$ cat src/rtl/arena_port_arbiter.sv
// arena_port_arbiter
// Shares the single read/write port of the arena map among player A,
// player B and the bomb engine. Each grant runs a 3-cycle transaction:
// IDLE (arbitrate) -> RD (read old code) -> CHK (check rule, maybe write).
//
// Ports:
//   clk, rst                  clock, synchronous active-high reset
//   game_active               player requests eligible when 1
//   a/b/e_req, a/b/e_cell     requests and target cell (10*y + x)
//   a_op, b_op                player op: PROBE, CLAIM, FREE, BOMB
//   e_wdata                   engine write value (unconditional)
//   a/b/e_gnt, a/b/e_done     one-cycle grant / completion pulses
//   ok, old_code              result and old cell code, valid with done
//   map_addr, map_rd_en       map RAM address / read strobe
//   map_rdata                 map read data, 1-cycle latency
//   map_wr_en, map_wdata      map RAM write strobe / data
//   busy                      high while in RD or CHK
module arena_port_arbiter #(
  parameter int CELLS = 100,
  parameter int AW    = 7
) (
  input  logic          clk,
  input  logic          rst,
  input  logic          game_active,
  input  logic          a_req,
  input  logic          b_req,
  input  logic          e_req,
  input  logic [AW-1:0] a_cell,
  input  logic [AW-1:0] b_cell,
  input  logic [AW-1:0] e_cell,
  input  logic [1:0]    a_op,
  input  logic [1:0]    b_op,
  input  logic [1:0]    e_wdata,
  output logic          a_gnt,
  output logic          b_gnt,
  output logic          e_gnt,
  output logic          a_done,
  output logic          b_done,
  output logic          e_done,
  output logic          ok,
  output logic [1:0]    old_code,
  output logic [AW-1:0] map_addr,
  output logic          map_rd_en,
  input  logic [1:0]    map_rdata,
  output logic          map_wr_en,
  output logic [1:0]    map_wdata,
  output logic          busy
);

  typedef enum logic [1:0] {S_IDLE, S_RD, S_CHK} state_t;
  typedef enum logic [1:0] {W_A, W_B, W_E} who_t;

  localparam logic [1:0] OP_PROBE = 2'd0;
  localparam logic [1:0] OP_CLAIM = 2'd1;
  localparam logic [1:0] OP_FREE  = 2'd2;
  localparam logic [1:0] OP_BOMB  = 2'd3;

  // One extra bit so the bound still fits when CELLS == 2**AW.
  localparam logic [AW:0] CELL_LIMIT = (AW+1)'(CELLS);

  state_t        r_state, w_state_next;
  who_t          r_win, w_win;
  logic [AW-1:0] r_cell, w_cell;
  logic [1:0]    r_op, w_op;
  logic [1:0]    r_wdata;
  logic          r_last_b;   // 1: B completed the most recent player transaction

  logic w_a_elig, w_b_elig, w_e_elig, w_any;
  logic w_legal, w_ok, w_wr;
  logic [1:0] w_wval;

  assign w_e_elig = e_req;
  assign w_a_elig = a_req & game_active;
  assign w_b_elig = b_req & game_active;
  assign w_any    = w_e_elig | w_a_elig | w_b_elig;
  assign w_legal  = ({1'b0, r_cell} < CELL_LIMIT);

  // Winner selection: engine first, then round-robin between the players.
  always_comb begin
    w_win = W_E;
    if (w_e_elig)                 w_win = W_E;
    else if (w_a_elig && w_b_elig) w_win = r_last_b ? W_A : W_B;
    else if (w_a_elig)            w_win = W_A;
    else                          w_win = W_B;
  end

  always_comb begin
    w_cell = e_cell;
    w_op   = OP_PROBE;
    case (w_win)
      W_A:     begin w_cell = a_cell; w_op = a_op; end
      W_B:     begin w_cell = b_cell; w_op = b_op; end
      default: begin w_cell = e_cell; w_op = OP_PROBE; end
    endcase
  end

  always_comb begin
    w_state_next = r_state;
    case (r_state)
      S_IDLE:  if (w_any) w_state_next = S_RD;
      S_RD:    w_state_next = S_CHK;
      S_CHK:   w_state_next = S_IDLE;
      default: w_state_next = S_IDLE;
    endcase
  end

  always_ff @(posedge clk) begin
    if (rst) begin
      r_state  <= S_IDLE;
      r_win    <= W_A;
      r_cell   <= '0;
      r_op     <= OP_PROBE;
      r_wdata  <= 2'd0;
      r_last_b <= 1'b1;
    end else begin
      r_state <= w_state_next;
      if (r_state == S_IDLE && w_any) begin
        r_win   <= w_win;
        r_cell  <= w_cell;
        r_op    <= w_op;
        r_wdata <= e_wdata;
      end
      if (r_state == S_CHK && r_win != W_E)
        r_last_b <= (r_win == W_B);
    end
  end

  // Legality rule applied to the code read back during CHK.
  always_comb begin
    w_ok   = 1'b1;
    w_wr   = 1'b0;
    w_wval = 2'd0;
    if (r_win == W_E) begin
      w_wr   = 1'b1;
      w_wval = r_wdata;
    end else begin
      case (r_op)
        OP_CLAIM: begin
          w_ok   = (map_rdata == 2'd0);
          w_wr   = w_ok;
          w_wval = 2'd3;
        end
        OP_FREE: begin
          w_wr   = 1'b1;
          w_wval = 2'd0;
        end
        OP_BOMB: begin
          w_ok   = (map_rdata == 2'd0) || (map_rdata == 2'd3);
          w_wr   = w_ok;
          w_wval = 2'd2;
        end
        default: ;
      endcase
    end
    if (!w_legal) begin
      w_ok = 1'b0;
      w_wr = 1'b0;
    end
  end

  // Outputs decoded from state; reset forces them low in the same cycle so a
  // transaction caught in CHK neither writes nor reports done.
  always_comb begin
    a_gnt     = 1'b0;
    b_gnt     = 1'b0;
    e_gnt     = 1'b0;
    a_done    = 1'b0;
    b_done    = 1'b0;
    e_done    = 1'b0;
    ok        = 1'b0;
    old_code  = 2'd0;
    map_addr  = '0;
    map_rd_en = 1'b0;
    map_wr_en = 1'b0;
    map_wdata = 2'd0;
    busy      = 1'b0;
    if (!rst) begin
      case (r_state)
        S_RD: begin
          a_gnt     = (r_win == W_A);
          b_gnt     = (r_win == W_B);
          e_gnt     = (r_win == W_E);
          map_addr  = r_cell;
          map_rd_en = w_legal;
          busy      = 1'b1;
        end
        S_CHK: begin
          a_done    = (r_win == W_A);
          b_done    = (r_win == W_B);
          e_done    = (r_win == W_E);
          ok        = w_ok;
          old_code  = w_legal ? map_rdata : 2'd0;
          map_addr  = r_cell;
          map_wr_en = w_wr;
          map_wdata = w_wr ? w_wval : 2'd0;
          busy      = 1'b1;
        end
        default: ;
      endcase
    end
  end

endmodule

$ cat config.mk
export PLATFORM = sky130hd
export DESIGN_NAME = arena_port_arbiter
export DESIGN_NICKNAME = d
export VERILOG_FILES = /design/src/rtl/arena_port_arbiter.sv
export SDC_FILE = /design/constraint.sdc
export NUM_CORES = 1
export LEC_CHECK = 0
export ABC_AREA = 1
export BUFFER_PORTS_ARGS = -buffer_cell sky130_fd_sc_hd__buf_2
export CORE_UTILIZATION = 49
export CTS_CLUSTER_SIZE = 8
export DETAILED_ROUTE_END_ITERATION = 10
export GPL_TIMING_DRIVEN = 0
export HOLD_SLACK_MARGIN = 0.05
export PLACE_DENSITY = 0.84
export SYNTH_ARGS = -nofsm -noshare
export SYNTH_HDL_FRONTEND = slang
export SYNTH_SLANG_ARGS = --single-unit
$ cat constraint.sdc
create_clock -name clk -period 3.8 [get_ports clk]
set_input_delay 0.19 -clock clk [delete_from_list [all_inputs] [get_ports clk]]
set_output_delay 0.19 -clock clk [all_outputs]
set_load 0.005 [all_outputs]
[Word level (Yosys, flattened, before mapping)]
Cells that the tools add are included.
Cells by class
  bitwise operators: 4
  equal/unequal tests: 11
  reductions and logical operators: 9
  muxes and demuxes: 44
  magnitude comparators: 1
Operators with widths (count)
  $mux 1: 27
  $mux 2: 9
  $mux 7: 2
  $pmux 7 s2: 1
  $pmux 2 s2: 3
  $eq 2x2->1 const B: 5
  $eq 2x1->1 const B: 4
  $logic_not 2->1: 4
  $lt 7x7->1 const B: 1
  $ne 2x2->1 const B: 2
  $logic_and 1x1->1: 3
  $pmux 1 s3: 1
  $and 1x1->1: 2
  $or 1x1->1: 2
  $pmux 1 s2: 1
  $reduce_or 2->1: 1
  $logic_or 1x1->1: 1
Storage, ports and cells
  output and inout bits: 21
  register bits: 16

[Depth between registers and ports, before layout]
  depth after elaboration: 8
  depth in mapped cells: 8
  gate-level depth less buffers: 8

[Least setup slack after synthesis]
OpenSTA, ideal clock, no wires.
  path type: register -> register
  start point: reg r_state[0]
  end point: reg r_cell[5]
  setup time: 0.115 ns
  data required time: 3.685 ns
  clock period less this slack: 1.214 ns
  stages on the path, launching flop included: 8
  slack: 2.586 ns
  arrival time: 1.099 ns
  buffers on the path: 1
  cell sequence: dfxtp_1 -> inv_1 -> ha_1 -> nand2_4 -> inv_6 -> buf_12 -> o21ai_1 -> nor2_1
On the way
  cells in the longest elaborated chain, start to end: 2
RTL lines
  start: declaration: RTL line 61  | state_t r_state, w_state_next;
  start signal: assignment: RTL line 116  | r_state <= w_state_next;
  $logic_not 2->1: RTL line 117  | if (r_state == S_IDLE && w_any) begin
  $logic_and 1x1->1: RTL line 117
  end signal: assignment: RTL line 119  | r_cell <= w_cell;
  end: declaration: RTL line 63  | logic [AW-1:0] r_cell, w_cell;
Every way passes these cells.
A chain may end at the register's enable or synchronous reset.

[Worst setup path after layout]
  start point: reg r_state[0]
  end point: out map_wdata[1]
On the way
  cells in the longest elaborated chain, start to end: 3
RTL lines
  $eq 2x2->1: RTL line 178  | case (r_state)
  $mux 2: RTL line 178
  $mux 2: RTL line 177  | if (!rst) begin
  end: declaration: RTL line 46  | output logic [1:0] map_wdata,
Every way passes these cells.

==> flow_metrics.py <==
metrics = {
    "yosys": {
        "syn_inst": 187,
        "synth.top_cell.area_share_pct": 27.86,
        "yosys_warnings": 0,
        "synth.distinct_cells": 26,
        "syn_area_um2": 1150,
        "synth_common_cells": "nand2_1 (42), nor2_1 (41), inv_1 (26)",
        "synth_enable_flop_cells": 0,
        "synth.net_count": 227,
        "synth_area_leaders": "dfxtp_1 (28%), nand2_1 (14%), nor2_1 (13%)",
        "seq_area_frac_synth_pct": 27.86,
        "yosysMostFrequentCell": "nand2_1",
        "yosys.area.top_type": "dfxtp_1",
        "async_reset_ff_share_pct": 0,
        "ys.flop_type": "dfxtp_1",
        "avgSynthCellArea_um2": 6.149,
        "ys_ff_latch": 16,
    },
    "place": {
        "dpl.hpwl_mm": 2.034,
        "place_ws_ps": 2423,
        "placed_area_um2": 1455,
        "gp_congestion": 0.7336,
        "io_buffers": 54,
        "dp.cells": 269,
    },
    "global_routing": {
        "first_global_vias": 1076,
        "grt_max_degree": 11,
        "gr-total-overflow": 0,
        "antenna_found_initial": 0,
        "grt_usage_pct": 21.75,
        "grt_pass1_wl_mm": 4.284,
    },
    "clocking": {
        "h-tree-depth": 1,
        "cts-buffers-inserted": 3,
        "postCtsSetupRepairBufs": 0,
        "cts_tree": "yes",
        "clockBufferDepth": 2,
        "path_clk_slew_ps": 100,
        "cts_sinks": 16,
        "postCtsHoldBufs": 0,
        "clkLatencyLatePin_ps": 300,
        "cts_resized": 0,
        "ctsRootBufferMaster": "clkbuf_4",
    },
    "timing": {
        "max_freq_ghz": 0.5887,
        "finalCriticalPeriod_ps": 1699,
        "drv_slew": 0,
        "fin_skew_ps": 7.241,
        "worst_pin_slew_ps": 476.5,
        "finalSetupViolations": 0,
        "fin_setup_tns_ps": 0,
        "grt_setup_unrepaired": "false",
        "hold_violations": 0,
        "slew_headroom_pct": 68.23,
        "setup_ws_ps": 2101,
        "fin_crit_sh_pct": 44.70,
        "worst_hold_slack_ps": 151.2,
    },
    "die": {
        "die-width_um": 50.44,
        "dieArea_um2": 2544,
        "core_um2": 2212,
        "ios": 56,
        "fp-row-count": 17,
        "start_util_pct": 51.98,
        "fp.dieH_um": 50.44,
    },
    "cells_and_area": {
        "fin_nets": 286,
        "fin_cells": 273,
        "diodes": 0,
        "area_growth_pct": 29.71,
        "design_area_um2": 1491,
        "postLayoutCoreUtil_pct": 67.42,
        "drive_above_1_share_pct": 29.39,
    },
    "pwr": {
        "vdd_drop_max_mv": 0.1862,
        "p_per_area_nw_per_um2": 325.5,
        "p_leak_nw": 0.8366,
        "power_mw": 0.4855,
    },
    "route": {
        "wl_mm": 2.521,
        "drt-met1-wl_mm": 1.168,
        "drtIter0Drc": 30,
        "dr_total_vias": 1296,
        "wl_met3_um": 125,
        "postRouteAntennaNets": 0,
        "wl_met2_mm": 1.173,
        "top_layer": "met4",
        "route.detailed.drc": 0,
        "vias_per_cell": 4.747,
        "wl_per_cell_um": 9.234,
        "drt_first_pass_iters": 4,
    },
    "worst_setup_path": {
        "crit_family": "simple AND/OR/NAND/NOR gates",
        "cp_max_fo": 4,
        "path_buf_inv": 4,
        "arrival_ps": 1510,
        "slowest_stage": "dfxtp_1",
        "crit_path_cell_trace": "inv_1 -> ha_1 -> inv_1 -> nor2_1 -> nand2_1 -> inv_1 -> nand2_1 -> nor2_1 -> buf_2",
        "path_common_cell": "inv_1",
        "startpoint_type": "flip-flop",
        "cpPeakStageDelay_ps": 350,
        "cp-end-kind": "primary output",
        "worstSetupPathType": "flip-flop to primary output",
        "required_ps": 3610,
    },
    "worst_hold_path": {
        "hp-class": "input port to flip-flop",
    },
    "status": {
        "run_status": "complete, no violations",
    },
    "flow_run": {
        "maxCapViolations": 0,
    },
}
layer usage:
metal,track usage (%),up-vias
met5,0,-
met4,11.11,0
met3,1.212,5
met2,38.44,48
met1,26.35,539
li1,-,704
cell usage in the layout (no fill, tap or decap), types with 2 or more instances in the layout:
master | netlist | final
o21ai_1 | 4 | 4
a21oi_2 | 3 | 3
inv_1 | 26 | 26
nand2_1 | 42 | 42
nor2_1 | 41 | 41
nand4_1 | 2 | 2
clkbuf_4 | 0 | 3
a21oi_1 | 2 | 2
nand3_1 | 14 | 14
buf_2 | 1 | 55
dfxtp_1 | 16 | 16
o21ai_0 | 17 | 17
ha_1 | 5 | 5
layout make-up:
class / instances / area, µm²
plain buffers: 5 / 43.79
inverters: 28 / 112.6
fillers: 215 / 720.7
flip-flops and latches: 16 / 320.3
multi-input cells: 138 / 673.1
well taps: 28 / 35.03
repair buffers: 54 / 270.3
clock buffers: 4 / 36.28
worst paths after layout:
kind	startpoint	end	slack [ps]	cells after the start
worst max-delay path	r_state[0]$_SDFFE_PP0P_	map_wdata[1]	2100	9
worst min-delay path	e_wdata[0]	r_wdata[0]$_SDFFE_PP0P_	150	3
worst max register to register	r_state[0]$_SDFFE_PP0P_	r_cell[1]$_SDFFE_PP0P_	2440	7
worst min register to register	r_wdata[1]$_SDFFE_PP0P_	r_wdata[1]$_SDFFE_PP0P_	490	2
logic make-up after synthesis:
group           Yosys count  synth area share (%)
simple gates            104                 38.74
buf+inv                  33                 13.60
compound gates           29                 14.36
flops                    16                 27.86
fa+ha+maj                 5                 5.441
tightest hold or removal path, stage by stage:
cell and delay [ps]:
buf_2 70, o21ai_0 70, nor2_1 80
flip-flops by register name, indices dropped and copies added (netlist names):
register and count:
r_cell 7, r_op 2, r_state 2, r_wdata 2, r_win 2, r_last_b 1
power breakdown:
part / total [mW] / switching (mW) / internal (mW)
Sequential: 0.205 / 0.0156 / 0.190
Combinational: 0.166 / 0.0952 / 0.0707
Clock: 0.114 / 0.0560 / 0.0585
Power figures use the tool's default switching activity.
